[src/rtl/quad_encoder_array.sv]
// -----------------------------------------------------------------------------
// quad_encoder_array
//   N-channel x4 quadrature encoder front end. Each channel synchronises its
//   asynchronous A/B inputs, decodes Gray-code transitions into +1/-1 steps,
//   keeps a wrapping signed position, flags illegal (double-bit) transitions,
//   and contributes to a windowed, saturating velocity measurement latched for
//   all channels together.
//
// Ports
//   clk        system clock
//   rst_n      asynchronous active-low reset
//   ena        block enable (position, velocity window and error freeze when low)
//   enc_a      encoder A inputs, one per channel, asynchronous
//   enc_b      encoder B inputs, one per channel, asynchronous
//   clr        per-channel synchronous clear of position and error flag
//   pos_o      positions, channel i at [i*POS_W +: POS_W]
//   vel_o      velocities, channel i at [i*VEL_W +: VEL_W]
//   vel_valid  one-cycle pulse when vel_o has been updated
//   err_o      sticky illegal-transition flag per channel
//
// Configuration
//   ENC_FILTER_EN  when defined, each synchronised bit passes through a glitch
//                  filter that accepts a new level only after FILT_LEN
//                  consecutive equal samples. Undefined: no filter logic.
// -----------------------------------------------------------------------------
module quad_encoder_array #(
    parameter int N_CH       = 2,
    parameter int POS_W      = 16,
    parameter int VEL_W      = 12,
    parameter int SAMPLE_CYC = 50000,
    parameter int FILT_LEN   = 4
) (
    input  logic                  clk,
    input  logic                  rst_n,
    input  logic                  ena,
    input  logic [N_CH-1:0]       enc_a,
    input  logic [N_CH-1:0]       enc_b,
    input  logic [N_CH-1:0]       clr,
    output logic [N_CH*POS_W-1:0] pos_o,
    output logic [N_CH*VEL_W-1:0] vel_o,
    output logic                  vel_valid,
    output logic [N_CH-1:0]       err_o
);

    localparam int TMR_W = $clog2(SAMPLE_CYC);
    // One window can move at most SAMPLE_CYC counts either way, so this signed
    // width can never wrap inside a window.
    localparam int ACC_W = $clog2(SAMPLE_CYC + 1) + 1;
    localparam int SUM_W = ((ACC_W > VEL_W) ? ACC_W : VEL_W) + 1;
    localparam logic signed [SUM_W-1:0] VEL_MAX = SUM_W'((2 ** (VEL_W - 1)) - 1);
    localparam logic signed [SUM_W-1:0] VEL_MIN = SUM_W'(-(2 ** (VEL_W - 1)));

    // Position of a {A,B} state along the forward sequence 00->01->11->10.
    function automatic logic [1:0] gray_pos(input logic [1:0] s);
        case (s)
            2'b00:   return 2'd0;
            2'b01:   return 2'd1;
            2'b11:   return 2'd2;
            default: return 2'd3;
        endcase
    endfunction

    logic [N_CH-1:0] a_meta, a_sync, b_meta, b_sync;
    logic [TMR_W-1:0] timer;
    logic             window_end;

    // Synchronisers keep running regardless of ena.
    always_ff @(posedge clk or negedge rst_n) begin
        if (!rst_n) begin
            a_meta <= '0;
            a_sync <= '0;
            b_meta <= '0;
            b_sync <= '0;
        end else begin
            a_meta <= enc_a;
            a_sync <= a_meta;
            b_meta <= enc_b;
            b_sync <= b_meta;
        end
    end

    assign window_end = ena && (timer == TMR_W'(SAMPLE_CYC - 1));

    always_ff @(posedge clk or negedge rst_n) begin
        if (!rst_n) begin
            timer     <= '0;
            vel_valid <= 1'b0;
        end else begin
            vel_valid <= window_end;
            if (ena) begin
                timer <= window_end ? '0 : timer + 1'b1;
            end
        end
    end

    for (genvar i = 0; i < N_CH; i++) begin : g_ch
        logic [1:0]              raw_state, cur_state, prev_state, delta;
        logic                    primed, illegal, err;
        logic signed [1:0]       step;
        logic [POS_W-1:0]        pos;
        logic signed [ACC_W-1:0] acc;
        logic signed [SUM_W-1:0] closing_sum;
        logic [VEL_W-1:0]        vel, vel_next;

        assign raw_state = {a_sync[i], b_sync[i]};

`ifdef ENC_FILTER_EN
        localparam int FCNT_W = $clog2(FILT_LEN) + 1;
        logic [1:0]        filt_state, filt_take;
        logic [FCNT_W-1:0] filt_cnt [2];

        // A differing bit is taken on the cycle it is seen for the FILT_LEN-th
        // time in a row; the bypass lets the decoder use it on that same edge.
        always_comb begin
            filt_take = '0;
            for (int j = 0; j < 2; j++) begin
                filt_take[j] = (raw_state[j] != filt_state[j]) &&
                               (filt_cnt[j] == FCNT_W'(FILT_LEN - 1));
            end
        end

        always_ff @(posedge clk or negedge rst_n) begin
            if (!rst_n) begin
                filt_state <= '0;
                for (int j = 0; j < 2; j++) begin
                    filt_cnt[j] <= '0;
                end
            end else begin
                for (int j = 0; j < 2; j++) begin
                    if (raw_state[j] == filt_state[j]) begin
                        filt_cnt[j] <= '0;
                    end else if (filt_take[j]) begin
                        filt_state[j] <= raw_state[j];
                        filt_cnt[j]   <= '0;
                    end else begin
                        filt_cnt[j] <= filt_cnt[j] + 1'b1;
                    end
                end
            end
        end

        assign cur_state = (filt_take & raw_state) | (~filt_take & filt_state);
`else
        assign cur_state = raw_state;
`endif

        always_comb begin
            delta   = gray_pos(cur_state) - gray_pos(prev_state);
            step    = 2'sb00;
            illegal = 1'b0;
            if (primed) begin
                case (delta)
                    2'd1:    step    = 2'sb01;
                    2'd3:    step    = 2'sb11;
                    2'd2:    illegal = 1'b1;
                    default: step    = 2'sb00;
                endcase
            end
        end

        // prev follows the input even while disabled so re-enabling cannot
        // produce a step from stale history.
        always_ff @(posedge clk or negedge rst_n) begin
            if (!rst_n) begin
                prev_state <= '0;
                primed     <= 1'b0;
            end else begin
                prev_state <= cur_state;
                primed     <= 1'b1;
            end
        end

        always_ff @(posedge clk or negedge rst_n) begin
            if (!rst_n) begin
                pos <= '0;
                err <= 1'b0;
            end else if (clr[i]) begin
                pos <= '0;
                err <= 1'b0;
            end else if (ena) begin
                pos <= pos + {{(POS_W - 2){step[1]}}, step};
                if (illegal) begin
                    err <= 1'b1;
                end
            end
        end

        // The terminal-cycle step belongs to the closing window.
        assign closing_sum = {{(SUM_W - ACC_W){acc[ACC_W-1]}}, acc} +
                             {{(SUM_W - 2){step[1]}}, step};

        always_comb begin
            if (closing_sum > VEL_MAX) begin
                vel_next = VEL_MAX[VEL_W-1:0];
            end else if (closing_sum < VEL_MIN) begin
                vel_next = VEL_MIN[VEL_W-1:0];
            end else begin
                vel_next = closing_sum[VEL_W-1:0];
            end
        end

        // Velocity keeps counting steps that clr discards from position.
        always_ff @(posedge clk or negedge rst_n) begin
            if (!rst_n) begin
                acc <= '0;
                vel <= '0;
            end else if (ena) begin
                if (window_end) begin
                    acc <= '0;
                    vel <= vel_next;
                end else begin
                    acc <= acc + {{(ACC_W - 2){step[1]}}, step};
                end
            end
        end

        assign pos_o[i*POS_W +: POS_W] = pos;
        assign vel_o[i*VEL_W +: VEL_W] = vel;
        assign err_o[i]                = err;
    end

endmodule
[config.mk]
export PLATFORM = sky130hd
export DESIGN_NAME = quad_encoder_array
export DESIGN_NICKNAME = d
export VERILOG_FILES = /design/src/rtl/quad_encoder_array.sv
export SDC_FILE = /design/constraint.sdc
export NUM_CORES = 1
export LEC_CHECK = 0
export CAP_MARGIN = 25
export CORE_MARGIN = 3
export CORE_UTILIZATION = 40
export CTS_CLUSTER_SIZE = 10
export DETAILED_ROUTE_END_ITERATION = 12
export SLEW_MARGIN = 10
export SYNTH_ARGS = -nofsm -noshare
export SYNTH_HDL_FRONTEND = slang
export SYNTH_SLANG_ARGS = --single-unit
export TNS_END_PERCENT = 20
[constraint.sdc]
create_clock -name clk -period 6.72 [get_ports clk]
set_input_delay 0.672 -clock clk [delete_from_list [all_inputs] [get_ports clk]]
set_output_delay 0.672 -clock clk [all_outputs]
set_load 0.02 [all_outputs]
Word level (Yosys, flattened, before mapping)
Index checks and enable logic that the tools add are counted.
{"block": "totals", "in_bits": 9, "output_inout_bits": 59, "word_cells": 86, "register_bits": 122}
{"block": "op_classes", "muxes": 29, "reduce_logical": 12, "magnitude_cmp": 4, "n_addsub": 9, "eq_ne": 15}
{"op": "2-to-1 mux 16 bit", "n": 5}
{"op": "2-to-1 mux 12 bit", "n": 4}
{"op": "adder 17 x 2 -> 18 bit", "n": 2}
{"op": "> comparator 18 x 12 -> 1 bit (second input constant)", "n": 2}
{"op": "< comparator 18 x 12 -> 1 bit (second input constant)", "n": 2}
{"op": "adder 17 bit", "n": 2}
{"op": "2-to-1 mux 17 bit", "n": 2}
{"op": "adder 16 bit", "n": 2}
{"op": "one-hot mux 2 bit (3 select lines)", "n": 4}
{"op": "adder 16 x 1 -> 16 bit (second input constant)", "n": 1}
{"op": "== test 16 bit (second input constant)", "n": 1}
{"op": "== test 2 bit (second input constant)", "n": 8}
{"op": "== test 2 x 1 -> 1 bit (second input constant)", "n": 6}
{"op": "2-to-1 mux 1 bit", "n": 10}
{"op": "zero test 2 bit", "n": 4}
{"op": "one-hot mux 2 bit (2 select lines)", "n": 2}
{"op": "nonzero test 2 bit", "n": 4}
{"op": "AND reduction 2 bit", "n": 3}
{"op": "2-to-1 mux 2 bit", "n": 2}
{"op": "subtractor 2 bit", "n": 2}
{"op": "logical AND 1 bit", "n": 1}

Depth between registers and ports, before layout
Gate-level depths: netlist of run 1.
{"block": "depth", "depth_word": 10, "ltp_mapped": 18, "depth_no_buf": 15}

Least setup slack after synthesis of run 1
OpenSTA, ideal clock, no wires.
{"block": "synth_path", "path_kind": "reg2reg", "from": "register a_sync[0]", "to": "register g_ch[0].vel[1]", "path_slack_ns": 2.096, "stages_incl_launch_ff": 16, "arrival_time_ns": 4.503, "cell_sequence": "dfrtp_1 -> ha_1 -> ha_1 -> nor2b_1 -> and2_1 -> clkbuf_1 -> ha_1 -> a2111oi_2 -> o31a_1 -> o21ai_0 -> a311oi_2 -> nor3_1 -> a41oi_1 -> buf_4 -> nor2b_1 -> o22a_1"}
{"block": "synth_via", "elab_chain_cells": 10, "elab_cells_between_ends": 14, "cone_classes": "add/sub (2); order compare (2); eq/ne (4); mux (5); reduce/logical (1)"}
{"item": "from (decl)", "line_no": "63", "text": "logic [N_CH-1:0] a_meta, a_sync, b_meta, b_sync;"}
{"item": "from (signal assigned)", "line_no": "76", "text": "a_sync <= a_meta;"}
{"item": "== test 2 bit, or another cell as far along", "line_no": "55", "text": "case (s)"}
{"item": "one-hot mux 2 bit (3 select lines) (*)", "line_no": "55"}
{"item": "subtractor 2 bit (*)", "line_no": "148", "text": "delta = gray_pos(cur_state) - gray_pos(prev_state);"}
{"item": "== test 2 bit / == test 2 x 1 -> 1 bit (equally long branches)", "line_no": "152", "text": "case (delta)"}
{"item": "one-hot mux 2 bit (2 select lines) (*)", "line_no": "152"}
{"item": "2-to-1 mux 2 bit (*)", "line_no": "151", "text": "if (primed) begin"}
{"item": "adder 17 x 2 -> 18 bit (*)", "line_no": "189", "text": "assign closing_sum = {{(SUM_W - ACC_W){acc[ACC_W-1]}}, acc} +"}
{"item": "< comparator 18 x 12 -> 1 bit", "line_no": "195", "text": "end else if (closing_sum < VEL_MIN) begin"}
{"item": "2-to-1 mux 12 bit", "line_no": "195"}
{"item": "2-to-1 mux 12 bit (*)", "line_no": "193", "text": "if (closing_sum > VEL_MAX) begin"}
{"item": "to (signal assigned)", "line_no": "210", "text": "vel <= vel_next;"}
{"item": "to (decl)", "line_no": "103", "text": "logic [VEL_W-1:0] vel, vel_next;"}
Mark *: on every way between the ends. The rest lies on a longest branch, timed or not.
A chain may end at the register's enable or synchronous reset.

Worst setup path after layout of run 1
{"block": "layout_path", "from": "register a_sync[0]", "to": "register g_ch[0].vel[7]"}
Same word-level chain as after synthesis.

==> metrics, run 1 <==
final instance area=9430 µm²; Starting Density=41.6%; status=completed; WL final=17,800 µm; slowest stage cell, crit path=and2_1; kind of launch point of the worst setup path=flop; hold_buf cts=0; Pre-antenna DRT Iters=4; Worst-path clk slew=0.06 ns; I/O pin cnt=68; diode count=0; share of cells above drive strength 1=8.10%; Crit path max-delay family=compound AO/OA/AOI/OAI gates; via count=6,175; maxcap violations=0; PnR Total Power=3.07 mW; Clock Latency Late Sink=0.42 ns; Post-CTS Setup Repair Bufs=0; non-filler instance count after layout=1,149; Inst Count DP=1,116; DIE AREA=21,600 µm²; Fin Setup TNS=0 ns; Worst Tran Pin Value=0.941 ns; initial antenna violation count=0; synth unique cells=71; FFs w/ async S/R, synth=100%; CP Cell Sequence=ha_1 -> ha_1 -> nor2b_1 -> and2_1 -> ha_1 -> a2111oi_2 -> o31a_1 -> o211ai_1 -> a2111oi_0 -> nor3_1 -> a41oi_1 -> buf_2 -> nor2_1 -> o22a_1; H-Tree Level Count=4; worst path required time=7.03 ns; crit path buf inv count=1; final net count=964; Reg2Reg Depth=14; post-synthesis cell count=812; Max Root-Sink Buffers=2; Pint=1.91 mW; total CTS buffers=17; RSZ-0062 raised after global routing=no; Crit Path Class=flop to flop; final hold violation count=0; wire per inst=15.5 µm; maximum VDD drop=209 µV; P_sw=1.15 mW; RD Place Congestion=0.867; Mapped Area=7960 µm²; Final setup viols=0; synth warn=0; largest net degree at the start of global routing=69; root buf cell=clkbuf_16; final worst path period share=71.0%; #FFs+latches synth=122; CP startpoint=a_sync[0]; row count=50; cts repair resizes=0; max_slew headroom=37.2%; CP arrival=5.08 ns; CP max stage delay=0.64 ns; clock skew=0.00714 ns; upper clock frequency limit=0.209 GHz; CTS tree=built; core area=19,100 µm²; static leakage=4.30 nW; min Tclk post-route=4.77 ns; highest-count cells in the layout ignoring fill and taps=122 x dfrtp_1, 96 x nor2_1, 75 x ha_1, 65 x clkdlybuf4s50_1, 47 x a21oi_1; sw frac=37.6%; most common flop cell mapped by yosys=dfrtp_1; Overflow after GRT=0; PwrDens=325 nW/µm²; Final Worst Setup Slack=1.95 ns; Synth Area per Inst=9.80 µm²; DRC Markers=0; FF-to-FF End=g_ch[0].vel[7]; Clock power frac=28.5%; Post-DRT Antenna Nets=0; Die X=147 µm; hpwl dp=12,100 µm; register area share after synthesis=38.4%; crit path max fanout=17; global-route wire length before repair=30,600 µm; Area Overhead vs Synth=18.5%; fin. max-slew vios=0; Hold WC Path Type=primary input to async pin; reg2reg setup slack=1.95 ns; Setup WS pre-CTS=1.83 ns; logic gate share of total power=39.6%; PortBufs=67; area post-placement=8860 µm²; die height=147 µm; Flop pwr share=31.9%; Global Route Usage Sum=17.1%; most common cell after layout, fill and taps aside=dfrtp_1; R2R Path Start=a_sync[0]; vias in the first global route=6,249; Worst Setup End Kind=flop; clk sinks=122; vias per cell=5.37; Iteration-0 DRC Markers=277; most frequent cell on the critical path=ha_1; Post-synth EDFFs=0; syn_nets=900
-- kinds of logic (layout without fill, tap and decap cells) --
group	after synthesis	count (layout)	share of synthesized area, %
AO/OA/AOI/OAI	238	238	22.2
other	1	1	0.0471
adder cells (fa/ha/maj)	79	79	12.8
buffers and inverters	60	137	3.27
multiplexers	21	21	2.66
XOR/XNOR	66	66	7.26
AND/OR/NAND/NOR	225	225	13.4
flip-flops	122	122	38.4
-- flip-flops by register name (all words and copies together), names as in the netlist --
name             count
g_ch.prev_state      4
g_ch.pos            32
b_sync               2
timer               16
b_meta               2
a_meta               2
g_ch.vel            24
g_ch.primed          1
vel_valid            1
g_ch.acc            34
a_sync               2
g_ch.err             2
-- layer usage --
metal  part of all wire [%]  vias to the layer above  global-route usage [%]
met5                      0                        -                       0
met4                    2.5                        0                    6.76
met3                    2.4                       29                    3.70
met2                     45                       88                    27.0
met1                     50                     2946                    23.1
li1                       -                     3112                       -
-- cell type report --
cell class	instances	area, µm²
clock buffers	20	467
clock inverters	12	98.8
fillers	1863	9710
inverters	29	109
multi-input cells	630	4650
flip-flops and latches	122	3050
well taps	260	325
repair buffers	76	736
-- stage by stage --
step / util [%] / hold slack [ns]
6_report: 49.3 / 0.291
2_1_floorplan: - / 0.331
5_1_grt: 49.3 / 0.347
3_5_place_dp: 46.3 / 0.336
3_3_place_gp: 46.2 / 0.335
4_1_cts: 49.3 / 0.321
-- worst max path at each step --
| stage | endpoint | slack, ns | cells past startpoint |
|---|---|---|---|
| after detailed placement | g_ch[0].vel[1] | 1.83 | 13 |
| final | g_ch[0].vel[7] | 1.95 | 14 |
| after global routing | g_ch[0].vel[1] | 1.53 | 14 |
| after floorplan | g_ch[0].vel[1] | 2.10 | 15 |
| after global placement | g_ch[0].vel[0] | 1.90 | 13 |
| after CTS | g_ch[0].vel[1] | 1.81 | 13 |
-- synth_stat cells, types with 4 or more instances --
master | instances | share of area [%]
xor2_1 | 22 | 2.4
mux2i_1 | 20 | 2.5
o21bai_1 | 12 | 1.1
and3_1 | 10 | 0.79
a211oi_2 | 10 | 1.6
inv_1 | 28 | 1.3
a21oi_1 | 47 | 3.0
xnor2_1 | 44 | 4.8
buf_1 | 5 | 0.24
dfrtp_1 | 122 | 38
o2bb2ai_1 | 33 | 3.6
o21a_1 | 5 | 0.47
nor2_1 | 96 | 4.5
nand3_1 | 11 | 0.69
nand2_1 | 42 | 2.0
nor2b_1 | 10 | 0.79
nand2b_1 | 7 | 0.55
clkbuf_1 | 19 | 0.90
o22a_1 | 11 | 1.2
a41oi_1 | 4 | 0.44
a31o_2 | 4 | 0.44
a22o_1 | 4 | 0.44
o21ai_0 | 30 | 1.9
nor4b_1 | 4 | 0.44
o211ai_1 | 4 | 0.38
a31oi_1 | 6 | 0.47
a211oi_1 | 15 | 1.4
a21o_1 | 19 | 1.8
and2_1 | 5 | 0.39
ha_1 | 75 | 12
fa_1 | 4 | 1.0
nor3_1 | 19 | 1.2
-- power groups by stage --
stage,sequential [mW],clock [mW],combinational [mW]
after floorplan,0.986,0,0.927
after global placement,0.989,0,1.20
after detailed placement,0.986,0,1.20
after CTS,0.978,0.896,1.22
after global routing,0.999,0.927,1.37
final,0.977,0.874,1.21
(Power assumes the default switching activity.)
==> run 2: changes to the inputs <==
==> constraint.sdc (replaced) <==
create_clock -name clk -period 4.74 [get_ports clk]
set_input_delay 0.474 -clock clk [delete_from_list [all_inputs] [get_ports clk]]
set_output_delay 0.474 -clock clk [all_outputs]
set_load 0.02 [all_outputs]
==> metrics, run 2 (synthesis results as in run 1) <==
Hold WC Path Type=primary input to async pin; status=completed; max_slew headroom=35.9% (-1.3 points); row count=50 (unchanged); largest registers=g_ch.acc x34, g_ch.pos x32, g_ch.vel x24; die height=147 µm (unchanged); final worst path period share=92.6% (+22 points); P_sw=1.64 mW (+43%); Overflow after GRT=0 (unchanged); Die X=147 µm (unchanged); final hold slack=0.0880 ns (-0.203 ns); crit path max fanout=17 (unchanged); global-route wire length before repair=30,700 µm (+0.25%); root buf cell=clkbuf_16; Global Route Usage Sum=17.1% (about the same); PwrDens=474 nW/µm² (+46%); clock skew=0.00876 ns (+0.00162 ns); most frequent cell on the critical path=ha_1; final hold violation count=0 (unchanged); wire per inst=15.4 µm (-0.10%); Post-DRT Antenna Nets=0 (unchanged); busiest layer in global routing=met2; max reg flops=34 (unchanged); Worst Tran Pin Value=0.960 ns (+0.0189 ns); share of cells above drive strength 1=8.80% (+0.70 points); GR Util met3=3.82% (+0.12 points); maximum VDD drop=272 µV (+30%); largest net degree at the start of global routing=72 (+4.3%); PortBufs=67 (unchanged); met2 usage=27.8% (+0.74 points); fin. max-slew vios=0 (unchanged); Worst-path clk slew=0.06 ns (about the same); kind of launch point of the worst setup path=flop; core area=19,100 µm² (unchanged); Flop pwr share=30.7% (-1.2 points); DIE AREA=21,600 µm² (unchanged); CP max stage delay=0.45 ns (-0.19 ns); initial antenna violation count=0 (unchanged); upper clock frequency limit=0.228 GHz (+8.8%); WL final=17,900 µm (+0.68%); maxcap violations=0 (unchanged); slowest stage cell, crit path=a32o_2; sw frac=36.3% (-1.3 points); Final setup viols=0 (unchanged); Most flops, register=g_ch.acc; area post-placement=8940 µm² (+0.90%); Pre-antenna DRT Iters=4 (unchanged); RD Place Congestion=0.820 (-5.4%); most common cell after layout, fill and taps aside=dfrtp_1; logic gate share of total power=39.7% (about the same); static leakage=4.38 nW (+1.8%); M1 GR Usage=22.9% (-0.18 points); DRC Markers=0 (unchanged); Max Root-Sink Buffers=2 (unchanged); Crit path max-delay family=compound AO/OA/AOI/OAI gates; hpwl dp=12,600 µm (+3.5%); crit path buf inv count=1 (unchanged); Clock power frac=29.6% (+1.1 points); vias in the first global route=6,231 (-0.29%); diode count=0 (unchanged); Iteration-0 DRC Markers=281 (+1.4%); CP Cell Sequence=ha_1 -> ha_1 -> nor2b_1 -> and2_1 -> buf_4 -> ha_1 -> a211oi_1 -> o21ai_1 -> a31oi_1 -> xor2_1 -> nand2_1 -> nor4b_2 -> a32o_2 -> a211oi_1; H-Tree Level Count=4 (unchanged); Core Util, Final=49.9% (+0.65 points); filler instances=1,810 (-2.8%); I/O pin cnt=68 (unchanged); via count=6,152 (-0.37%); vias per cell=5.31 (-1.1%); clk sinks=122 (unchanged); CP arrival=4.66 ns (-0.42 ns); total CTS buffers=17 (unchanged); CTS tree=built; worst path required time=5.02 ns (-2.01 ns); Fin Setup TNS=0 ns (unchanged); Worst Setup End Kind=flop; Clock Latency Late Sink=0.42 ns (about the same); Crit Path Class=flop to flop; hold_buf cts=0 (unchanged); final instance area=9560 µm² (+1.3%); Area Overhead vs Synth=20.1%; final net count=973 (+0.93%); highest-count cells in the layout ignoring fill and taps=122 x dfrtp_1, 96 x nor2_1, 75 x ha_1, 65 x clkdlybuf4s50_1, 47 x a21oi_1; Starting Density=41.6% (unchanged); min Tclk post-route=4.39 ns (-0.386 ns); Pint=2.88 mW (+51%); RSZ-0062 raised after global routing=no
==> run 2: cell types whose count changed in the layout (fill, tap and decap cells not counted), moves of 2 or more <==
cell,change
buf_4,+10
clkinvlp_4,-4
bufinv_16,+2
clkbuf_1,+3
==> run 2: per-layer routing <==
metal	up-vias	wire length [µm]
met3	21	577
met4	0	293
met2	78	8470
met1	2932	8540
li1	3121	-
met5	-	0
==> run 2: final cells by class <==
type / count / area [µm²] / share of cell area [%]
well taps: 260 / 325 / 3.40
inverters: 29 / 109 / 1.14
clock buffers: 24 / 492 / 5.14
repair buffers: 85 / 811 / 8.48
multi-input cells: 630 / 4650 / 48.7
flip-flops and latches: 122 / 3050 / 31.9
clock inverters: 8 / 115 / 1.20
==> run 2: per-stage QoR <==
step                      power, mW  std cells  setup slack, ns
after floorplan                2.71        812            0.116
after global placement         3.18       1125            0.282
after detailed placement       3.19       1126            0.211
after CTS                      4.57       1158            0.191
after global routing           4.85       1158           0.0713
final                          4.53       1158            0.352
==> run 2: final timing paths <==
kind	from	to	slack (ns)	cells past startpoint
min in group clk	b_meta[0]	b_sync[0]	0.36	0
setup reg to reg	a_sync[1]	g_ch[1].vel[3]	0.35	14
hold reg to reg	b_meta[0]	b_sync[0]	0.36	0
hold / removal	rst_n	g_ch[0].acc[16]	0.09	1
max in group asynchronous	rst_n	g_ch[1].pos[3]	3.83	2
setup / recovery	a_sync[1]	g_ch[1].vel[3]	0.35	14
==> run 2: power groups by stage <==
stage / clock network (mW) / logic, mW / registers (mW)
after floorplan: 0 / 1.31 / 1.40
after global placement: 0 / 1.78 / 1.41
after detailed placement: 0 / 1.79 / 1.40
after CTS: 1.37 / 1.80 / 1.39
after global routing: 1.42 / 2.01 / 1.42
final: 1.34 / 1.80 / 1.39
==> run 2: what timing repair did <==
item / in CTS / in global routing
endpoints found under the setup margin: 0 / 5
buffers inserted: 0 / 0
gates resized for setup: 0 / 2
